===== config.mk =====
export PLATFORM = sky130hd
export DESIGN_NAME = instr_enc_loader_flat
export DESIGN_NICKNAME = d
export VERILOG_FILES = /design/src/rtl/instr_enc_loader_pkg.sv /design/src/rtl/instr_enc_loader_if.sv /design/src/rtl/instr_enc_loader_fifo.sv /design/src/rtl/instr_enc_loader.sv /design/src/flat_wrapper.sv
export SDC_FILE = /design/constraint.sdc
export NUM_CORES = 1
export LEC_CHECK = 0
export BUFFER_PORTS_ARGS = -buffer_cell sky130_fd_sc_hd__buf_4
export CORE_UTILIZATION = 49
export CTS_CLUSTER_DIAMETER = 200
export CTS_CLUSTER_SIZE = 12
export DETAILED_ROUTE_END_ITERATION = 16
export GPL_TIMING_DRIVEN = 0
export PLACE_DENSITY_LB_ADDON = 0.15
export SLEW_MARGIN = 20
export SYNTH_ARGS = -nofsm -noshare
export SYNTH_HDL_FRONTEND = slang
export SYNTH_HIERARCHICAL = 1
export SYNTH_SLANG_ARGS = --single-unit

===== constraint.sdc =====
create_clock -name i_clk -period 10.3 [get_ports i_clk]
set_clock_uncertainty 0.1 [all_clocks]
set_input_delay 1.545 -clock i_clk [delete_from_list [all_inputs] [get_ports i_clk]]
set_output_delay 1.545 -clock i_clk [all_outputs]
set_load 0.02 [all_outputs]

===== src/rtl/instr_enc_loader_pkg.sv =====
// Shared definitions for the instruction encoder/loader: format codes, fixed words, FSM states
// and the field-to-word packing and immediate range helpers.
package instr_enc_loader_pkg;

    localparam logic [2:0] FMT_R    = 3'd0;
    localparam logic [2:0] FMT_I    = 3'd1;
    localparam logic [2:0] FMT_S    = 3'd2;
    localparam logic [2:0] FMT_B    = 3'd3;
    localparam logic [2:0] FMT_U    = 3'd4;
    localparam logic [2:0] FMT_J    = 3'd5;
    localparam logic [2:0] FMT_HALT = 3'd6;
    localparam logic [2:0] FMT_RSVD = 3'd7;

    localparam logic [31:0] HALT_WORD = 32'h0010_0073;
    localparam logic [31:0] NOP_WORD  = 32'h0000_0013;

    typedef enum logic [2:0] {StIdle, StLoad, StDrain, StDone, StOvf} state_e;

    typedef struct packed {
        logic [2:0]  fmt;
        logic [6:0]  opcode;
        logic [2:0]  funct3;
        logic [6:0]  funct7;
        logic [4:0]  rd;
        logic [4:0]  rs1;
        logic [4:0]  rs2;
        logic [31:0] imm;
    } cmd_t;

    function automatic logic [31:0] encode(input cmd_t c);
        logic [31:0] w;
        case (c.fmt)
            FMT_R: w = {c.funct7, c.rs2, c.rs1, c.funct3, c.rd, c.opcode};
            FMT_I: w = {c.imm[11:0], c.rs1, c.funct3, c.rd, c.opcode};
            FMT_S: w = {c.imm[11:5], c.rs2, c.rs1, c.funct3, c.imm[4:0], c.opcode};
            FMT_B: w = {c.imm[12], c.imm[10:5], c.rs2, c.rs1, c.funct3, c.imm[4:1], c.imm[11],
                        c.opcode};
            FMT_U: w = {c.imm[31:12], c.rd, c.opcode};
            FMT_J: w = {c.imm[20], c.imm[10:1], c.imm[11], c.imm[19:12], c.rd, c.opcode};
            FMT_HALT: w = HALT_WORD;
            default: w = NOP_WORD;
        endcase
        return w;
    endfunction

    // True when the immediate fits the format without losing bits.
    function automatic logic imm_ok(input cmd_t c);
        logic ok;
        case (c.fmt)
            FMT_I, FMT_S: ok = (c.imm[31:11] == {21{c.imm[11]}});
            FMT_B:        ok = (c.imm[31:12] == {20{c.imm[12]}}) && !c.imm[0];
            FMT_J:        ok = (c.imm[31:20] == {12{c.imm[20]}}) && !c.imm[0];
            FMT_U:        ok = (c.imm[11:0] == 12'h000);
            default:      ok = 1'b1;
        endcase
        return ok;
    endfunction

endpackage


===== src/rtl/instr_enc_loader_if.sv =====
// Command channel and instruction-memory write port of the loader.
interface instr_enc_loader_if #(
    parameter int unsigned ADDR_W = 32
);
    logic              cmd_valid;
    logic              cmd_ready;
    logic [2:0]        cmd_fmt;
    logic [6:0]        cmd_opcode;
    logic [2:0]        cmd_funct3;
    logic [6:0]        cmd_funct7;
    logic [4:0]        cmd_rd;
    logic [4:0]        cmd_rs1;
    logic [4:0]        cmd_rs2;
    logic [31:0]       cmd_imm;
    logic              imem_wr_en;
    logic              imem_ready;
    logic [ADDR_W-1:0] imem_addr;
    logic [31:0]       imem_wdata;

    modport master (
        output cmd_valid, cmd_fmt, cmd_opcode, cmd_funct3, cmd_funct7, cmd_rd, cmd_rs1, cmd_rs2,
               cmd_imm, imem_ready,
        input  cmd_ready, imem_wr_en, imem_addr, imem_wdata
    );

    modport slave (
        input  cmd_valid, cmd_fmt, cmd_opcode, cmd_funct3, cmd_funct7, cmd_rd, cmd_rs1, cmd_rs2,
               cmd_imm, imem_ready,
        output cmd_ready, imem_wr_en, imem_addr, imem_wdata
    );
endinterface


===== src/rtl/instr_enc_loader_fifo.sv =====
// enc_word_fifo: small synchronous FIFO of encoded words with synchronous flush.
module enc_word_fifo #(
    parameter int unsigned DEPTH = 2,
    parameter int unsigned WIDTH = 32
) (
    input  logic             i_clk,
    input  logic             i_rst,
    input  logic             i_flush,
    input  logic             i_push,
    input  logic [WIDTH-1:0] i_wdata,
    input  logic             i_pop,
    output logic [WIDTH-1:0] o_rdata,
    output logic             o_full,
    output logic             o_empty
);
    localparam int unsigned PTR_W = $clog2(DEPTH);

    logic [WIDTH-1:0] r_mem [DEPTH];
    // Extra MSB on each pointer distinguishes full from empty.
    logic [PTR_W:0]   r_wptr;
    logic [PTR_W:0]   r_rptr;

    assign o_empty = (r_wptr == r_rptr);
    assign o_full  = (r_wptr[PTR_W] != r_rptr[PTR_W]) &&
                     (r_wptr[PTR_W-1:0] == r_rptr[PTR_W-1:0]);
    assign o_rdata = r_mem[r_rptr[PTR_W-1:0]];

    always_ff @(posedge i_clk or negedge i_rst) begin
        if (!i_rst) begin
            r_wptr <= '0;
            r_rptr <= '0;
        end else if (i_flush) begin
            r_wptr <= '0;
            r_rptr <= '0;
        end else begin
            if (i_push && !o_full) r_wptr <= r_wptr + 1'b1;
            if (i_pop && !o_empty) r_rptr <= r_rptr + 1'b1;
        end
    end

    always_ff @(posedge i_clk) begin
        if (i_push && !o_full) r_mem[r_wptr[PTR_W-1:0]] <= i_wdata;
    end

endmodule


===== src/rtl/instr_enc_loader.sv =====
// Packs field-level commands into RV32I words and streams them into instruction memory.
// Optional immediate range checking is enabled by defining ENC_CHECK_EN.
module instr_enc_loader
    import instr_enc_loader_pkg::*;
#(
    parameter int unsigned ADDR_W     = 32,
    parameter int unsigned BASE_ADDR  = 0,
    parameter int unsigned IMEM_WORDS = 256,
    parameter int unsigned FIFO_DEPTH = 2
) (
    input  logic                 i_clk,
    input  logic                 i_rst,
    input  logic                 i_start,
    input  logic                 i_clear,
    instr_enc_loader_if.slave    bus_if,
    output logic                 o_done,
    output logic                 o_overflow,
    output logic                 o_err
);
    localparam int unsigned CNT_W = $clog2(IMEM_WORDS + 1);

    state_e            r_state;
    state_e            w_state_nxt;
    logic [CNT_W-1:0]  r_issued;
    logic [ADDR_W-3:0] r_index;
    logic              r_ovf;

    cmd_t              w_cmd;
    logic [31:0]       w_word;
    logic [31:0]       w_fifo_rdata;
    logic              w_fifo_full;
    logic              w_fifo_empty;
    logic              w_accept;
    logic              w_over;
    logic              w_bad;
    logic              w_push;
    logic              w_pop;

    assign w_cmd = '{fmt: bus_if.cmd_fmt, opcode: bus_if.cmd_opcode, funct3: bus_if.cmd_funct3,
                     funct7: bus_if.cmd_funct7, rd: bus_if.cmd_rd, rs1: bus_if.cmd_rs1,
                     rs2: bus_if.cmd_rs2, imm: bus_if.cmd_imm};
    assign w_word = encode(w_cmd);

    assign bus_if.cmd_ready = (r_state == StLoad) && !w_fifo_full;
    assign w_accept = bus_if.cmd_valid && bus_if.cmd_ready;
    assign w_over   = (r_issued == CNT_W'(IMEM_WORDS));
    assign w_push   = w_accept && !w_over && !w_bad && !i_clear;
    assign w_pop    = !w_fifo_empty && bus_if.imem_ready;

    // Address/data forced to zero when idle so every output is 0 under reset.
    assign bus_if.imem_wr_en = !w_fifo_empty;
    assign bus_if.imem_addr  = bus_if.imem_wr_en ? ADDR_W'(BASE_ADDR) + {r_index, 2'b00} : '0;
    assign bus_if.imem_wdata = bus_if.imem_wr_en ? w_fifo_rdata : '0;

    assign o_done     = (r_state == StDone);
    assign o_overflow = r_ovf;

`ifdef ENC_CHECK_EN
    logic r_err;
    assign w_bad = !imm_ok(w_cmd);
    assign o_err = r_err;

    always_ff @(posedge i_clk or negedge i_rst) begin
        if (!i_rst)                           r_err <= 1'b0;
        else if (i_clear)                     r_err <= 1'b0;
        else if (w_accept && !w_over && w_bad) r_err <= 1'b1;
    end
`else
    assign w_bad = 1'b0;
    assign o_err = 1'b0;
`endif

    enc_word_fifo #(
        .DEPTH (FIFO_DEPTH),
        .WIDTH (32)
    ) u_fifo (
        .i_clk   (i_clk),
        .i_rst   (i_rst),
        .i_flush (i_clear),
        .i_push  (w_push),
        .i_wdata (w_word),
        .i_pop   (w_pop),
        .o_rdata (w_fifo_rdata),
        .o_full  (w_fifo_full),
        .o_empty (w_fifo_empty)
    );

    always_comb begin
        w_state_nxt = r_state;
        case (r_state)
            StIdle:  if (i_start) w_state_nxt = StLoad;
            StLoad: begin
                if (w_accept && w_over) begin
                    w_state_nxt = StOvf;
                end else if (w_accept && !w_bad && (w_cmd.fmt == FMT_HALT)) begin
                    w_state_nxt = StDrain;
                end
            end
            StDrain: if (w_fifo_empty) w_state_nxt = StDone;
            default: w_state_nxt = r_state;
        endcase
        if (i_clear) w_state_nxt = StIdle;
    end

    always_ff @(posedge i_clk or negedge i_rst) begin
        if (!i_rst) begin
            r_state  <= StIdle;
            r_issued <= '0;
            r_index  <= '0;
            r_ovf    <= 1'b0;
        end else begin
            r_state <= w_state_nxt;
            if (i_clear) begin
                r_issued <= '0;
                r_index  <= '0;
                r_ovf    <= 1'b0;
            end else begin
                if (w_push) r_issued <= r_issued + 1'b1;
                if (w_pop) r_index <= r_index + 1'b1;
                if (w_accept && w_over) r_ovf <= 1'b1;
            end
        end
    end

endmodule


===== src/flat_wrapper.sv =====
// flat-port wrapper written by rule: the top's interface ports become plain ports
module instr_enc_loader_flat import instr_enc_loader_pkg::*;
#(
    parameter int unsigned ADDR_W     = 32,
    parameter int unsigned BASE_ADDR  = 0,
    parameter int unsigned IMEM_WORDS = 256,
    parameter int unsigned FIFO_DEPTH = 2
)
  (i_clk, i_rst, i_start, i_clear, o_done, o_overflow, o_err, bus_if_cmd_valid, bus_if_cmd_fmt, bus_if_cmd_opcode, bus_if_cmd_funct3, bus_if_cmd_funct7, bus_if_cmd_rd, bus_if_cmd_rs1, bus_if_cmd_rs2, bus_if_cmd_imm, bus_if_imem_ready, bus_if_cmd_ready, bus_if_imem_wr_en, bus_if_imem_addr, bus_if_imem_wdata);
  instr_enc_loader_if #(.ADDR_W(ADDR_W)) bus_if_i ();
  input  logic i_clk;
  input  logic i_rst;
  input  logic i_start;
  input  logic i_clear;
  output logic o_done;
  output logic o_overflow;
  output logic o_err;
  input wire logic [$bits(bus_if_i.cmd_valid)-1:0] bus_if_cmd_valid;
  input wire logic [$bits(bus_if_i.cmd_fmt)-1:0] bus_if_cmd_fmt;
  input wire logic [$bits(bus_if_i.cmd_opcode)-1:0] bus_if_cmd_opcode;
  input wire logic [$bits(bus_if_i.cmd_funct3)-1:0] bus_if_cmd_funct3;
  input wire logic [$bits(bus_if_i.cmd_funct7)-1:0] bus_if_cmd_funct7;
  input wire logic [$bits(bus_if_i.cmd_rd)-1:0] bus_if_cmd_rd;
  input wire logic [$bits(bus_if_i.cmd_rs1)-1:0] bus_if_cmd_rs1;
  input wire logic [$bits(bus_if_i.cmd_rs2)-1:0] bus_if_cmd_rs2;
  input wire logic [$bits(bus_if_i.cmd_imm)-1:0] bus_if_cmd_imm;
  input wire logic [$bits(bus_if_i.imem_ready)-1:0] bus_if_imem_ready;
  output wire logic [$bits(bus_if_i.cmd_ready)-1:0] bus_if_cmd_ready;
  output wire logic [$bits(bus_if_i.imem_wr_en)-1:0] bus_if_imem_wr_en;
  output wire logic [$bits(bus_if_i.imem_addr)-1:0] bus_if_imem_addr;
  output wire logic [$bits(bus_if_i.imem_wdata)-1:0] bus_if_imem_wdata;
  assign bus_if_i.cmd_valid = bus_if_cmd_valid;
  assign bus_if_i.cmd_fmt = bus_if_cmd_fmt;
  assign bus_if_i.cmd_opcode = bus_if_cmd_opcode;
  assign bus_if_i.cmd_funct3 = bus_if_cmd_funct3;
  assign bus_if_i.cmd_funct7 = bus_if_cmd_funct7;
  assign bus_if_i.cmd_rd = bus_if_cmd_rd;
  assign bus_if_i.cmd_rs1 = bus_if_cmd_rs1;
  assign bus_if_i.cmd_rs2 = bus_if_cmd_rs2;
  assign bus_if_i.cmd_imm = bus_if_cmd_imm;
  assign bus_if_i.imem_ready = bus_if_imem_ready;
  assign bus_if_cmd_ready = bus_if_i.cmd_ready;
  assign bus_if_imem_wr_en = bus_if_i.imem_wr_en;
  assign bus_if_imem_addr = bus_if_i.imem_addr;
  assign bus_if_imem_wdata = bus_if_i.imem_wdata;
  instr_enc_loader #(.ADDR_W(ADDR_W), .BASE_ADDR(BASE_ADDR), .IMEM_WORDS(IMEM_WORDS), .FIFO_DEPTH(FIFO_DEPTH)) u_core (.i_clk(i_clk), .i_rst(i_rst), .i_start(i_start), .i_clear(i_clear), .bus_if(bus_if_i), .o_done(o_done), .o_overflow(o_overflow), .o_err(o_err));
endmodule

==> metrics.txt <==
# TYPE chip_impl_metric gauge
chip_impl_info{name="result_of_the_run",value="finished, final reports clean"} 1
chip_impl_info{name="hold_path.startpoint",value="u_core/o_overflow$_DFFE_PN0P_"} 1
chip_impl_metric{name="grt_first_pass_wirelength",unit="um"} 22700
chip_impl_metric{name="yosysSeqAreaShare",unit=""} 0.538
chip_impl_metric{name="ys_types",unit=""} 50
chip_impl_metric{name="layout-area-overhead-vs-synth",unit="%"} 27.8
chip_impl_metric{name="synthesis.area_per_instance",unit="um2"} 10.8
chip_impl_metric{name="initial_standard_cell_utilization_of_the_core",unit=""} 0.504
chip_impl_metric{name="via_per_inst",unit=""} 5.48
chip_impl_metric{name="cts-htree-levels",unit=""} 3
chip_impl_metric{name="reg2reg_setup_slack",unit="ps"} 6400
chip_impl_metric{name="die_area",unit="um2"} 12200
chip_impl_metric{name="port-buffer-count",unit=""} 138
chip_impl_metric{name="synth-warning-count",unit=""} 6
chip_impl_info{name="setup_crit_path_kind",value="reg -> out"} 1
chip_impl_metric{name="maximum_number_of_pins_on_one_net_before_global_route_repair",unit=""} 48
chip_impl_metric{name="final-seq-area",unit="um2"} 3100
chip_impl_metric{name="top_level_ports",unit=""} 142
chip_impl_metric{name="yosys.area.top_type_share",unit=""} 0.334
chip_impl_info{name="cp-end-kind",value="output port"} 1
chip_impl_metric{name="ys_async_sr_fraction",unit=""} 0.423
chip_impl_metric{name="syn_std_cell_area",unit="um2"} 5760
chip_impl_metric{name="postCtsSetupRepairBufs",unit=""} 0
chip_impl_metric{name="width_of_the_chip",unit="um"} 110
chip_impl_metric{name="n_fill_cell",unit=""} 933
chip_impl_metric{name="detailedPlacementHpwl",unit="um"} 10100
chip_impl_metric{name="synthesized_instance_count",unit=""} 533
chip_impl_metric{name="route.vias.total",unit=""} 4575
chip_impl_metric{name="multiInputGateArea",unit="um2"} 2470
chip_impl_info{name="hold_path_end",value="u_core/o_overflow$_DFFE_PN0P_"} 1
chip_impl_metric{name="track_usage",unit=""} 0.233
chip_impl_metric{name="share_of_cells_above_drive_strength_1",unit=""} 0.257
chip_impl_metric{name="drv_cap",unit=""} 0
chip_impl_metric{name="number_of_synthesized_flops_with_an_enable_pin",unit=""} 64
chip_impl_metric{name="crit_required",unit="ps"} 8660
chip_impl_info{name="worst_setup_path_start_kind",value="register"} 1
chip_impl_metric{name="power.share.sequential",unit=""} 0.515
chip_impl_metric{name="dieHeight",unit="um"} 110
chip_impl_metric{name="post-route-period-util",unit=""} 0.404
chip_impl_metric{name="drt_iter0_markers",unit=""} 348
chip_impl_metric{name="power_switching_share",unit=""} 0.217
chip_impl_info{name="combinational_family_with_the_most_area_after_synthesis",value="simple AND/OR/NAND/NOR gates"} 1
chip_impl_metric{name="worst_r2r_path_depth",unit=""} 11
chip_impl_metric{name="route.final.wire_length",unit="um"} 13700
chip_impl_metric{name="number_of_hold_buffers_added_after_cts",unit=""} 0
chip_impl_info{name="setup_repair_after_global_routing_missed_its_margin",value="no"} 1
chip_impl_metric{name="detail-route-antenna-nets",unit=""} 0
chip_impl_metric{name="grt_antenna_before_repair",unit=""} 0
chip_impl_metric{name="cts-buffers-inserted",unit=""} 9
chip_impl_metric{name="share_of_total_power_in_combinational_logic",unit=""} 0.099
chip_impl_metric{name="synth-adder-area-share",unit=""} 0.00652
chip_impl_metric{name="postSynthRegisterBits",unit=""} 111
chip_impl_metric{name="wl_per_cell",unit="um"} 16.4
chip_impl_metric{name="overflow",unit=""} 0
chip_impl_metric{name="bufs_on_longest_clock_path",unit=""} 2
chip_impl_metric{name="firstDrtPassIters",unit=""} 4
chip_impl_metric{name="vias_in_the_first_global_route",unit=""} 4646
chip_impl_info{name="dominant_cells_by_area_after_synthesis",value="edfxtp_1 (33%), dfrtp_1 (20%), nor2b_1 (6.8%)"} 1
chip_impl_metric{name="gp_routability_congestion",unit=""} 0.894
chip_impl_info{name="worst_hold_path_type",value="reg -> reg"} 1
chip_impl_info{name="regToRegEndpoint",value="u_core/u_fifo/r_mem[0][24]$_DFFE_PP_"} 1
chip_impl_metric{name="critPathArrivalTime",unit="ps"} 2520
chip_impl_metric{name="residual_drc_count",unit=""} 0
chip_impl_metric{name="core_footprint",unit="um2"} 11400
chip_impl_metric{name="synthesized_area_fraction_occupied_by_ao_oa_aoi_and_oai_cells",unit=""} 0.0793
chip_impl_metric{name="sw_power",unit="mW"} 0.202
chip_impl_metric{name="row_count",unit=""} 39
chip_impl_metric{name="fin_total_pwr",unit="mW"} 0.934
chip_impl_metric{name="post_cts_resize_count",unit=""} 0
chip_impl_metric{name="timing.final.setup_violations",unit=""} 0
chip_impl_metric{name="p_clk_frac",unit=""} 0.386
chip_impl_metric{name="min_path_cells",unit=""} 2
chip_impl_metric{name="timing.final.crit_period",unit="ps"} 4160
chip_impl_metric{name="clock_sink_count",unit=""} 111
chip_impl_metric{name="synth_mux_area_frac",unit=""} 0.0752
chip_impl_metric{name="number_of_nets_at_the_end_of_the_flow",unit=""} 764
chip_impl_info{name="synth_largest_area_cell",value="edfxtp_1"} 1
chip_impl_metric{name="clkLatencyLatePin",unit="ps"} 340
chip_impl_metric{name="antenna_cells_inserted",unit=""} 0
chip_impl_metric{name="internal_power",unit="mW"} 0.732
chip_impl_metric{name="totalNegativeSetupSlack",unit="ps"} 0
chip_impl_info{name="regToRegStartpoint",value="u_core/u_fifo/r_rptr[0]$_DFFE_PN0P_"} 1
chip_impl_metric{name="crit_path_max_fanout",unit=""} 10
chip_impl_metric{name="yosys.area_share.xor_xnor",unit=""} 0.0547
chip_impl_metric{name="finalHoldViolations",unit=""} 0
chip_impl_info{name="tritoncts",value="yes"} 1
chip_impl_metric{name="power-per-cell-area",unit="nW/um2"} 127
chip_impl_metric{name="post_synth_and_or_nand_nor_area_fraction",unit=""} 0.208
chip_impl_info{name="clock-root-buffer",value="clkbuf_16"} 1
chip_impl_metric{name="cellLeakagePower",unit="nW"} 2.99
chip_impl_metric{name="worst_ir_drop_vdd",unit="uV"} 74.7
chip_impl_metric{name="fmax",unit="GHz"} 0.240
chip_impl_metric{name="clk_transition_reported_paths",unit="ps"} 70
chip_impl_info{name="synth_flop_cell",value="edfxtp_1"} 1
chip_impl_metric{name="final-max-slew-violation-count",unit=""} 0
chip_impl_metric{name="timing.max_slew.rel_slack",unit=""} 0.495
chip_impl_metric{name="timing_worst_slew_pin_value",unit="ps"} 753
[metal layers]
layer	routed length, um	GRT usage
met1	5950	0.306
met2	6870	0.395
met3	668	0.0274
met4	172	0.0871
met5	0	0
[Yosys cell counts, drive strengths merged (7+ instances only)]
cell type  number
o21ai          20
mux2           34
nand4          13
xnor2          19
edfxtp         64
nand2          31
inv            19
dfrtp          47
buf            14
nor2           52
clkbuf         18
nor2b          64
a21oi          14
nand3          16
nor3            7
xor2           17
a22oi          16
[per-stage QoR]
step	setup slack [ps]	hold WS (ps)	instances	area [um2]	utilization
3_3_place_gp	3410	433	816	6980	0.611
4_1_cts	6090	454	835	7360	0.645
2_1_floorplan	4960	404	535	5770	-
3_5_place_dp	6270	440	820	7060	0.618
6_report	6140	452	835	7360	0.645
5_1_grt	5920	474	835	7360	0.645
[worst max-delay path, stage by stage (launching register included)]
cell and delay (ps):
dfrtp_1 420, buf_2 220, xor2_1 200, nor2_1 210, buf_2 310, clkbuf_1 520, nor2b_1 110, buf_4 180
[sequential cells by signal, summed over array words and instances, names as in the netlist]
register / count
u_core/o_overflow: 1
u_core/r_index: 30
u_core/r_issued: 9
u_core/r_state: 3
u_core/u_fifo/r_mem: 64
u_core/u_fifo/r_rptr: 2
u_core/u_fifo/r_wptr: 2
[power groups by stage]
stage	Sequential (mW)	Clock, mW	Combinational, mW
after floorplan	0.490	0	0.0446
after global placement	0.490	0	0.0895
after detailed placement	0.490	0	0.0929
after CTS	0.481	0.365	0.0933
after global routing	0.481	0.381	0.102
final	0.481	0.360	0.0928
[final cells by class]
cell class | count | share of cell area
Multi-Input combinational cell | 372 | 0.335
Clock inverter | 4 | 0.00986
Tap cell | 143 | 0.0243
Sequential cell | 111 | 0.421
Inverter | 20 | 0.0102
Buffer | 32 | 0.0194
Clock buffer | 11 | 0.0316
Timing Repair Buffer | 142 | 0.149
[kinds of logic (layout without fill, tap and decap cells)]
kind of cell	Yosys count	in the layout
adder cells (fa/ha/maj)	3	3
flip-flops	111	111
AND/OR/NAND/NOR	221	221
multiplexers	39	39
AO/OA/AOI/OAI	70	70
other	1	3
buffers and inverters	52	209
XOR/XNOR	36	36
[layout by cell type (no fill, tap or decap), types with 6 or more instances in the layout]
cell       count
buf_4        142
edfxtp_1      64
nor2b_1       63
nor2_1        52
dfrtp_1       47
mux2_1        32
nand2_1       31
clkbuf_1      20
o21ai_0       20
inv_1         19
xnor2_1       19
xor2_1        17
a22oi_1       16
nand3_1       16
a21oi_1       13
nand4_1       13
clkbuf_16      9
buf_2          9
nor3_1         7
nand2b_1       6
o22ai_1        6
[worst max-delay path by stage]
stage,cells after the start,slack (ps),from,endpoint
floorplan,9,4960,u_core/u_fifo/r_rptr[0]$_DFFE_PN0P_,u_core/u_fifo/r_mem[0][0]$_DFFE_PP_
global placement,5,3410,i_clear,u_core/u_fifo/r_mem[0][30]$_DFFE_PP_
detailed placement,7,6270,i_clear,u_core/u_fifo/r_mem[0][30]$_DFFE_PP_
CTS,7,6090,u_core/u_fifo/r_rptr[0]$_DFFE_PN0P_,bus_if_imem_addr[21]
global route,7,5920,u_core/u_fifo/r_rptr[0]$_DFFE_PN0P_,bus_if_imem_wdata[25]
finish,7,6140,u_core/u_fifo/r_rptr[0]$_DFFE_PN0P_,bus_if_imem_wdata[24]
(Power assumes the default switching activity.)
